File: src/rtl/keyscan_drv.sv
// Key matrix scanner: active-low column strobes, debounced press/release events via valid/ack.
// Optional ghost filtering of multi-row column samples: define KEYSCAN_GHOST_BLOCK_EN.
module keyscan_drv #(
  parameter int COLS   = 8,
  parameter int ROWS   = 4,
  parameter int DIV_W  = 4,
  parameter int DEB_N  = 3,
  parameter int CODE_W = 5
) (
  input  logic              clk,
  input  logic              rst_n,
  output logic [COLS-1:0]   col,
  input  logic [ROWS-1:0]   row,
  output logic [CODE_W-1:0] key_code,
  output logic              key_down,
  output logic              key_valid,
  input  logic              key_ack
);

  localparam int NK    = COLS * ROWS;
  localparam int COL_W = (COLS > 1) ? $clog2(COLS) : 1;
  localparam int ROW_W = (ROWS > 1) ? $clog2(ROWS) : 1;
  localparam logic [3:0] CNT_MAX = 4'(DEB_N - 1);

  logic [DIV_W-1:0]  div_cnt;
  logic [COL_W-1:0]  col_idx;
  logic [COL_W-1:0]  col_nxt;
  logic [COL_W-1:0]  samp_col;
  logic [ROWS-1:0]   row_s1;
  logic [ROWS-1:0]   row_s2;
  logic [ROWS-1:0]   sample;
  logic [NK-1:0]     stable;
  logic [3:0]        cnt [NK];

  logic              dwell_end;
  logic              ghost;
  logic              eval_en;
  logic [ROW_W-1:0]  eval_row;
  logic [CODE_W-1:0] eval_key;
  logic              eval_bit;

  assign dwell_end = &div_cnt;
  assign col_nxt   = !dwell_end ? col_idx :
                     (col_idx == COL_W'(COLS - 1)) ? '0 : col_idx + COL_W'(1);

`ifdef KEYSCAN_GHOST_BLOCK_EN
  // Two or more rows down in one column can hide a phantom key; skip that column.
  assign ghost = ($countones(sample) > 1);
`else
  assign ghost = 1'b0;
`endif

  // One row of the previously sampled column is evaluated per cycle at dwell counts 1..ROWS.
  assign eval_en  = (div_cnt >= DIV_W'(1)) && (div_cnt <= DIV_W'(ROWS)) && !ghost;
  assign eval_row = ROW_W'(div_cnt - DIV_W'(1));
  assign eval_key = CODE_W'(samp_col) * CODE_W'(ROWS) + CODE_W'(eval_row);
  assign eval_bit = sample[eval_row];

  // Handshake: key_valid holds with key_code/key_down stable until a cycle with
  // key_valid & key_ack; it drops on that edge and a new event may load one edge later.
  always_ff @(posedge clk or negedge rst_n) begin
    if (!rst_n) begin
      div_cnt   <= '0;
      col_idx   <= '0;
      col       <= '1;
      row_s1    <= '1;
      row_s2    <= '1;
      sample    <= '0;
      samp_col  <= '0;
      stable    <= '0;
      key_code  <= '0;
      key_down  <= 1'b0;
      key_valid <= 1'b0;
      for (int i = 0; i < NK; i++) cnt[i] <= '0;
    end else begin
      div_cnt <= div_cnt + DIV_W'(1);
      col_idx <= col_nxt;
      col     <= ~(COLS'(1) << col_nxt);
      row_s1  <= row;
      row_s2  <= row_s1;

      if (dwell_end) begin
        sample   <= ~row_s2;
        samp_col <= col_idx;
      end

      if (key_valid && key_ack) key_valid <= 1'b0;

      if (eval_en) begin
        if (eval_bit == stable[eval_key]) begin
          cnt[eval_key] <= '0;
        end else if (cnt[eval_key] < CNT_MAX) begin
          cnt[eval_key] <= cnt[eval_key] + 4'd1;
        end else if (!key_valid) begin
          key_code         <= eval_key;
          key_down         <= eval_bit;
          key_valid        <= 1'b1;
          stable[eval_key] <= eval_bit;
          cnt[eval_key]    <= '0;
        end
        // Register full: counter stays saturated so the change is retried next frame.
      end
    end
  end

endmodule

File: config.mk
export PLATFORM = sky130hd
export DESIGN_NAME = keyscan_drv
export DESIGN_NICKNAME = d
export VERILOG_FILES = /design/src/rtl/keyscan_drv.sv
export SDC_FILE = /design/constraint.sdc
export NUM_CORES = 1
export LEC_CHECK = 0
export CORE_AREA = 10 10 140 142
export DETAILED_ROUTE_END_ITERATION = 6
export DIE_AREA = 0 0 150 152
export PLACE_DENSITY = 0.71
export SETUP_SLACK_MARGIN = 0.2
export SLEW_MARGIN = 10
export SYNTH_ARGS = -nofsm -noshare
export SYNTH_HDL_FRONTEND = slang
export SYNTH_SLANG_ARGS = --single-unit
File: constraint.sdc
create_clock -name clk -period 4.65 [get_ports clk]
set_input_delay 1.395 -clock clk [delete_from_list [all_inputs] [get_ports clk]]
set_output_delay 1.395 -clock clk [all_outputs]
set_load 0.1 [all_outputs]
After elaboration in Yosys (flattened, before gate mapping):

Index checks and enable logic that the tools add are counted.

* divide/modulo/power cells: 0
* bitwise operators: 8
* $add $sub $neg: 5
* mux-type cells: 23
* reductions and logical operators: 7
* multiply operators: 0
* magnitude comparators: 8
* shift operators: 1
* eq/ne operators: 3

Operators by type and width (count)
* 128-bit two-way mux: 3
* 128-bit bitwise AND: 1
* 128-bit bitwise mux: 1
* 128-bit inverter: 1
* 32-bit bitwise mux: 1
* 4-bit binary-select mux with 5-bit select: 1
* 4-bit demux with 5-bit select: 1
* 4-bit two-way mux: 3
* 4-bit by 1-bit adder with 4-bit output (second input constant): 2
* 1-bit two-way mux: 8
* 8-bit inverter: 1
* 4-bit AND reduction: 2
* 1-bit by 3-bit left shift with 8-bit output (first input constant): 1
* 6-bit greater-or-equal comparator (second input constant): 1
* 5-bit by 6-bit less-than comparator with 1-bit output (second input constant): 1
* 6-bit by 1-bit less-than comparator with 1-bit output (second input constant): 1
* 3-bit two-way mux: 2
* 5-bit inverter with 6-bit output: 1
* 5-bit by 2-bit adder with 5-bit output: 1
* 1-bit binary-select mux with 5-bit select: 1
* 1-bit demux with 5-bit select: 1
* 5-bit by 1-bit greater-or-equal comparator with 1-bit output (second input constant): 1
* 4-bit by 1-bit greater-or-equal comparator with 1-bit output (second input constant): 1
* 4-bit by 3-bit <= comparator with 1-bit output (second input constant): 1
* 12 further kinds: 17

* logic and storage cells: 98
* bits in latches: 0
* flip-flop bits (word level): 197
* input bits: 7
* ROM bits: 0
* memories: 0
* output and inout bits: 15
* bits in writable memories: 0

Depth between registers and ports, before layout:

Gate-level depths: netlist of run 1.

* word-level depth: 12
* depth in mapped cells: 18
* mapped depth without buffers: 10

Worst setup path before layout of run 1:

Ideal clock, no wire load.

* path kind: flip-flop to flip-flop
* from: register div_cnt[0]
* to: register cnt[49] (netlist bit)
* buffers on the path: 8
* setup slack: 0.730 ns
* required time: 4.572 ns
* arrival time: 3.842 ns
* library setup time: 0.078 ns
* stages on the path, launching flop included: 18
* period minus slack after synthesis: 3.920 ns
* cells stage by stage: dfrtp_1 buf_2 buf_2 inv_1 ha_1 buf_6 buf_6 buf_6 clkbuf_1 mux4_2 a221oi_1 nand3_1 ha_1 inv_1 or4_1 clkbuf_1 buf_2 o2bb2ai_1

* word-level cells in the longest chain between the ends: 12
* elaborated cells between the ends (all ways): 29
* classes of those cells: 3 x add/sub; 5 x order compare; 2 x eq/ne; 13 x mux; 3 x bitwise; 3 x reduce/logical

Ends and longest elaborated chain
* from (decl): line 25 `logic [DIV_W-1:0] div_cnt;`
* from (signal assigned): line 76 `div_cnt <= div_cnt + DIV_W'(1);`
* 2-bit by 1-bit subtractor with 2-bit output *: line 55 `assign eval_row = ROW_W'(div_cnt - DIV_W'(1));`
* 5-bit by 2-bit adder with 5-bit output *: line 56 `assign eval_key = CODE_W'(samp_col) * CODE_W'(ROWS) + CODE_W'(eval_row);`
* net eval_key[0]: line 39 `logic [CODE_W-1:0] eval_key;`
* branches (longest 10 deep; another with 4-bit by 1-bit adder with 4-bit output)
* to (signal, indexed assignment): line 93 `cnt[eval_key] <= cnt[eval_key] + 4'd1;`
* to (decl): line 33 `logic [3:0] cnt [NK];`

Mark *: on every way through the listed nets, which the timed path passes. The select of a mux whose other input is x is not followed.
A chain may end at the register's enable or synchronous reset.

Final worst setup path of run 1:

* from: register div_cnt[1]
* to: register cnt[114] (netlist bit)

* word-level cells in the longest chain between the ends: 12
* elaborated cells between the ends (all ways): 29
* classes of those cells: 3 x add/sub; 5 x order compare; 2 x eq/ne; 13 x mux; 3 x bitwise; 3 x reduce/logical

Ends and longest elaborated chain
* branches (longest 12 deep; another with 5-bit by 2-bit adder with 5-bit output)

Parallel ways; which one is timed is not known. The select of a mux whose other input is x is not followed.

==> impl_metrics.env, run 1 <==
export IMPL_status="complete, no violations"
export IMPL_cap_violations=0
export IMPL_antenna_left=0
export IMPL_syn_avg_cell_area_um2=12.1
export IMPL_synth_mux_area_share_pct=11.5
export IMPL_critical_path_class="register to register"
export IMPL_p_leak_nw=4.48
export IMPL_dp_hpwl_um=14700
export IMPL_final_hold_viol_count=0
export IMPL_placed_cell_area_um2=9490
export IMPL_syn_area_um2=9120
export IMPL_slew_violations=0
export IMPL_max_freq_ghz=0.235
export IMPL_crit_start="div_cnt[1]"
export IMPL_fillers=1344
export IMPL_fin_nets=777
export IMPL_postCtsSetupBuffers=0
export IMPL_synthSimpleGateAreaFrac_pct=14.5
export IMPL_ctsRootBufferMaster="clkbuf_16"
export IMPL_clk_latency_ns=0.44
export IMPL_ys_warn_count=0
export IMPL_clock_sinks=197
export IMPL_grt_setup_unrepaired="false"
export IMPL_drtPass1Iterations=5
export IMPL_clk_pin_slew_ns=0.07
export IMPL_start_kind="register"
export IMPL_place_gp_congestion=0.937
export IMPL_num_vias=6337
export IMPL_syn_instance_count=755
export IMPL_start_util_pct=53.9
export IMPL_grt_total_usage_pct=20.4
export IMPL_synth_cell_types=57
export IMPL_placed_cells=966
export IMPL_synth_top_family_by_area="compound AO/OA/AOI/OAI gates"
export IMPL_final_util_pct=59.7
export IMPL_areaGrowthSynthToFinish_pct=10.8
export IMPL_dieHeight_um=152
export IMPL_cts_hold_buf=0
export IMPL_powerDensity_nw_per_um2=326
export IMPL_numCtsBuffers=17
export IMPL_syn_nets=771
export IMPL_synth_ff_type="dfrtp_1"
export IMPL_ios=22
export IMPL_synth_xor_area_share_pct=0.192
export IMPL_cts_max_path_buffers=2
export IMPL_synthAdderAreaFrac_pct=1.23
export IMPL_synth_compound_area_share_pct=14.8
export IMPL_synth_edff_count=0
export IMPL_ys_seq_area_share_pct=54.3
export IMPL_setup_slack_ns=0.391
export IMPL_timing_rr_start="div_cnt[1]"
export IMPL_arrival_ns=4.60
export IMPL_core_um2=16900
export IMPL_end_kind="register"
export IMPL_antenna_cells=0
export IMPL_wl_per_cell_um=22.8
export IMPL_required_ns=4.99
export IMPL_htree_levels=4
export IMPL_drt_iter0_drc=565
export IMPL_grt_pass1_wl_um=37100
export IMPL_setup_viol=0
export IMPL_power_total_mw=3.30
export IMPL_skew_ns=0.0200
export IMPL_io_buffers=21
export IMPL_worstHoldStart="row_s1[1]"
export IMPL_drive_above_1_share_pct=20.9
export IMPL_ys_seq_elements=197
export IMPL_async_reset_ff_share_pct=100
export IMPL_dieArea_um2=22800
export IMPL_rows=48
export IMPL_dpl_worst_slack_ns=0.355
export IMPL_cts_tree="yes"
export IMPL_grt_max_degree=117
export IMPL_critPathMaxFanout=41
export IMPL_gr_total_overflow=0
export IMPL_fp_dieW_um=150
export IMPL_min_path_type="register to register"
export IMPL_wirelength_um=22800
export IMPL_grt_pass1_vias=6572
export IMPL_antenna_found_initial=0
export IMPL_fin_cells=999
export IMPL_ir_drop_mv=0.399
export IMPL_tns_ns=0
export IMPL_max_slew_margin_pct=32.4
export IMPL_route_detailed_drc=0
export IMPL_whs_ns=0.357
export IMPL_via_per_inst=6.34
export IMPL_stdcell_area_um2=10100
export IMPL_fin_crit_sh_pct=91.6
export IMPL_worstMarginPinSlew_ns=1.01
export IMPL_fin_crit_ns=4.26
[sequential cells by signal, indices dropped and copies added, names as in the netlist]
signal	flops
cnt	128
col	8
col_idx	3
div_cnt	4
key_code	5
key_down	1
key_valid	1
row_s1	4
row_s2	4
samp_col	3
sample	4
stable	32
[cell usage after synthesis (all sizes together) (3+ instances only)]
cell type	count	share of area, %
a22oi	4	0.33
inv	10	0.41
mux2i	28	3.1
mux4	12	3.0
and2	33	2.3
a21oi	3	0.16
clkbuf	16	0.66
mux2	44	5.4
nand4b	3	0.29
o21ai	8	0.44
o2bb2ai	96	11
or4b	3	0.33
or4	7	0.66
nor4	8	0.62
nand2	75	3.1
nor2	57	2.3
nand2b	3	0.21
ha	9	1.2
nor3	49	2.7
nand3b	3	0.29
dfrtp	181	50
a211oi	8	0.66
o22ai	9	0.62
buf	35	2.5
dfstp	16	4.6
nand3	5	0.27
o32ai	3	0.29
nor3b	5	0.41
[cells by family (layout without fill, tap and decap cells)]
| kind of cell | count (synthesis) | count (layout) |
|---|---|---|
| simple gates | 262 | 262 |
| flops | 197 | 197 |
| compound gates | 140 | 140 |
| mux | 84 | 85 |
| buf+inv | 61 | 79 |
| fa+ha+maj | 9 | 9 |
| xor+xnor | 2 | 2 |
[cell type report]
type / count / area [um^2] / share of cell area (%)
multi-input combinational: 498 / 3900 / 38.6
sequential: 197 / 4950 / 49.0
clock inverter: 13 / 160 / 1.58
clock buffer: 19 / 433 / 4.28
tap: 225 / 282 / 2.79
timing repair buffer: 37 / 347 / 3.43
inverter: 10 / 37.5 / 0.371
[worst paths after layout]
path / to / slack, ns / depth (start not counted)
min in group asynchronous: cnt[41] / 1.10 / 1
max: cnt[114] / 0.39 / 9
min: row_s2[1] / 0.36 / 0
max in group asynchronous: cnt[120] / 2.65 / 2
max reg2reg: cnt[114] / 0.39 / 9
min reg2reg: row_s2[1] / 0.36 / 0
[cell usage in the layout, fill, tap and decap left out, drive strengths merged, types with 4 or more instances in the layout]
master and n:
o22ai 9, or4 7, ha 9, o2bb2ai 96, clkdlybuf4s50 20, nor2 57
dfrtp 181, o21ai 8, nand3 5, nor3b 5, a22oi 4, mux2i 28
mux4 13, nand2 75, nor3 49, nor4 8, clkinv 4, mux2 44
clkbuf 20, buf 16, a211oi 8, inv 17, dfstp 16, and2 33
[metal layers]
layer,up-vias,routed length (um),global-route usage [%]
met1,3238,9850,28.3
li1,2796,-,-
met5,-,0,0
met2,254,10700,30.9
met3,49,1530,4.31
met4,0,710,7.69
[what timing repair did]
action,CTS,global route
endpoints found under the setup margin,0,33
hold endpoints to repair,0,0
resized for setup,0,0
[power by group]
| part | total (mW) | switching (mW) | internal (mW) |
|---|---|---|---|
| combinational | 0.0687 | 0.0527 | 0.0160 |
| sequential | 1.73 | 0.00604 | 1.72 |
| clock | 1.50 | 0.684 | 0.813 |
| total | 3.30 | 0.743 | 2.55 |
[critical path, stage by stage, from the launching register on]
cell       delay [ns]
dfrtp_1          0.40
inv_1            0.14
ha_4             0.71
mux2_1           0.40
a22o_1           0.24
a32o_1           0.30
o31ai_4          0.29
nand3b_2         0.44
or4_4            0.98
o2bb2ai_2        0.24
No activity file was read; power rests on OpenSTA's default activity.
==> inputs of run 2 (changes only) <==
CTS_CLUSTER_DIAMETER = 120   (was not set)
==> results of run 2 <==
The final DEF is identical to that of run 1; final timing and power are the same.
==> inputs of run 3 (changes only) <==
==> constraint.sdc (replaced) <==
create_clock -name clk -period 4.65 [get_ports clk]
set_input_delay 1.395 -clock clk [delete_from_list [all_inputs] [get_ports clk]]
set_output_delay 1.395 -clock clk [all_outputs]
set_load 0.05 [all_outputs]
==> results of run 3 <==
The final DEF is identical to that of run 1; final timing and power are the same.
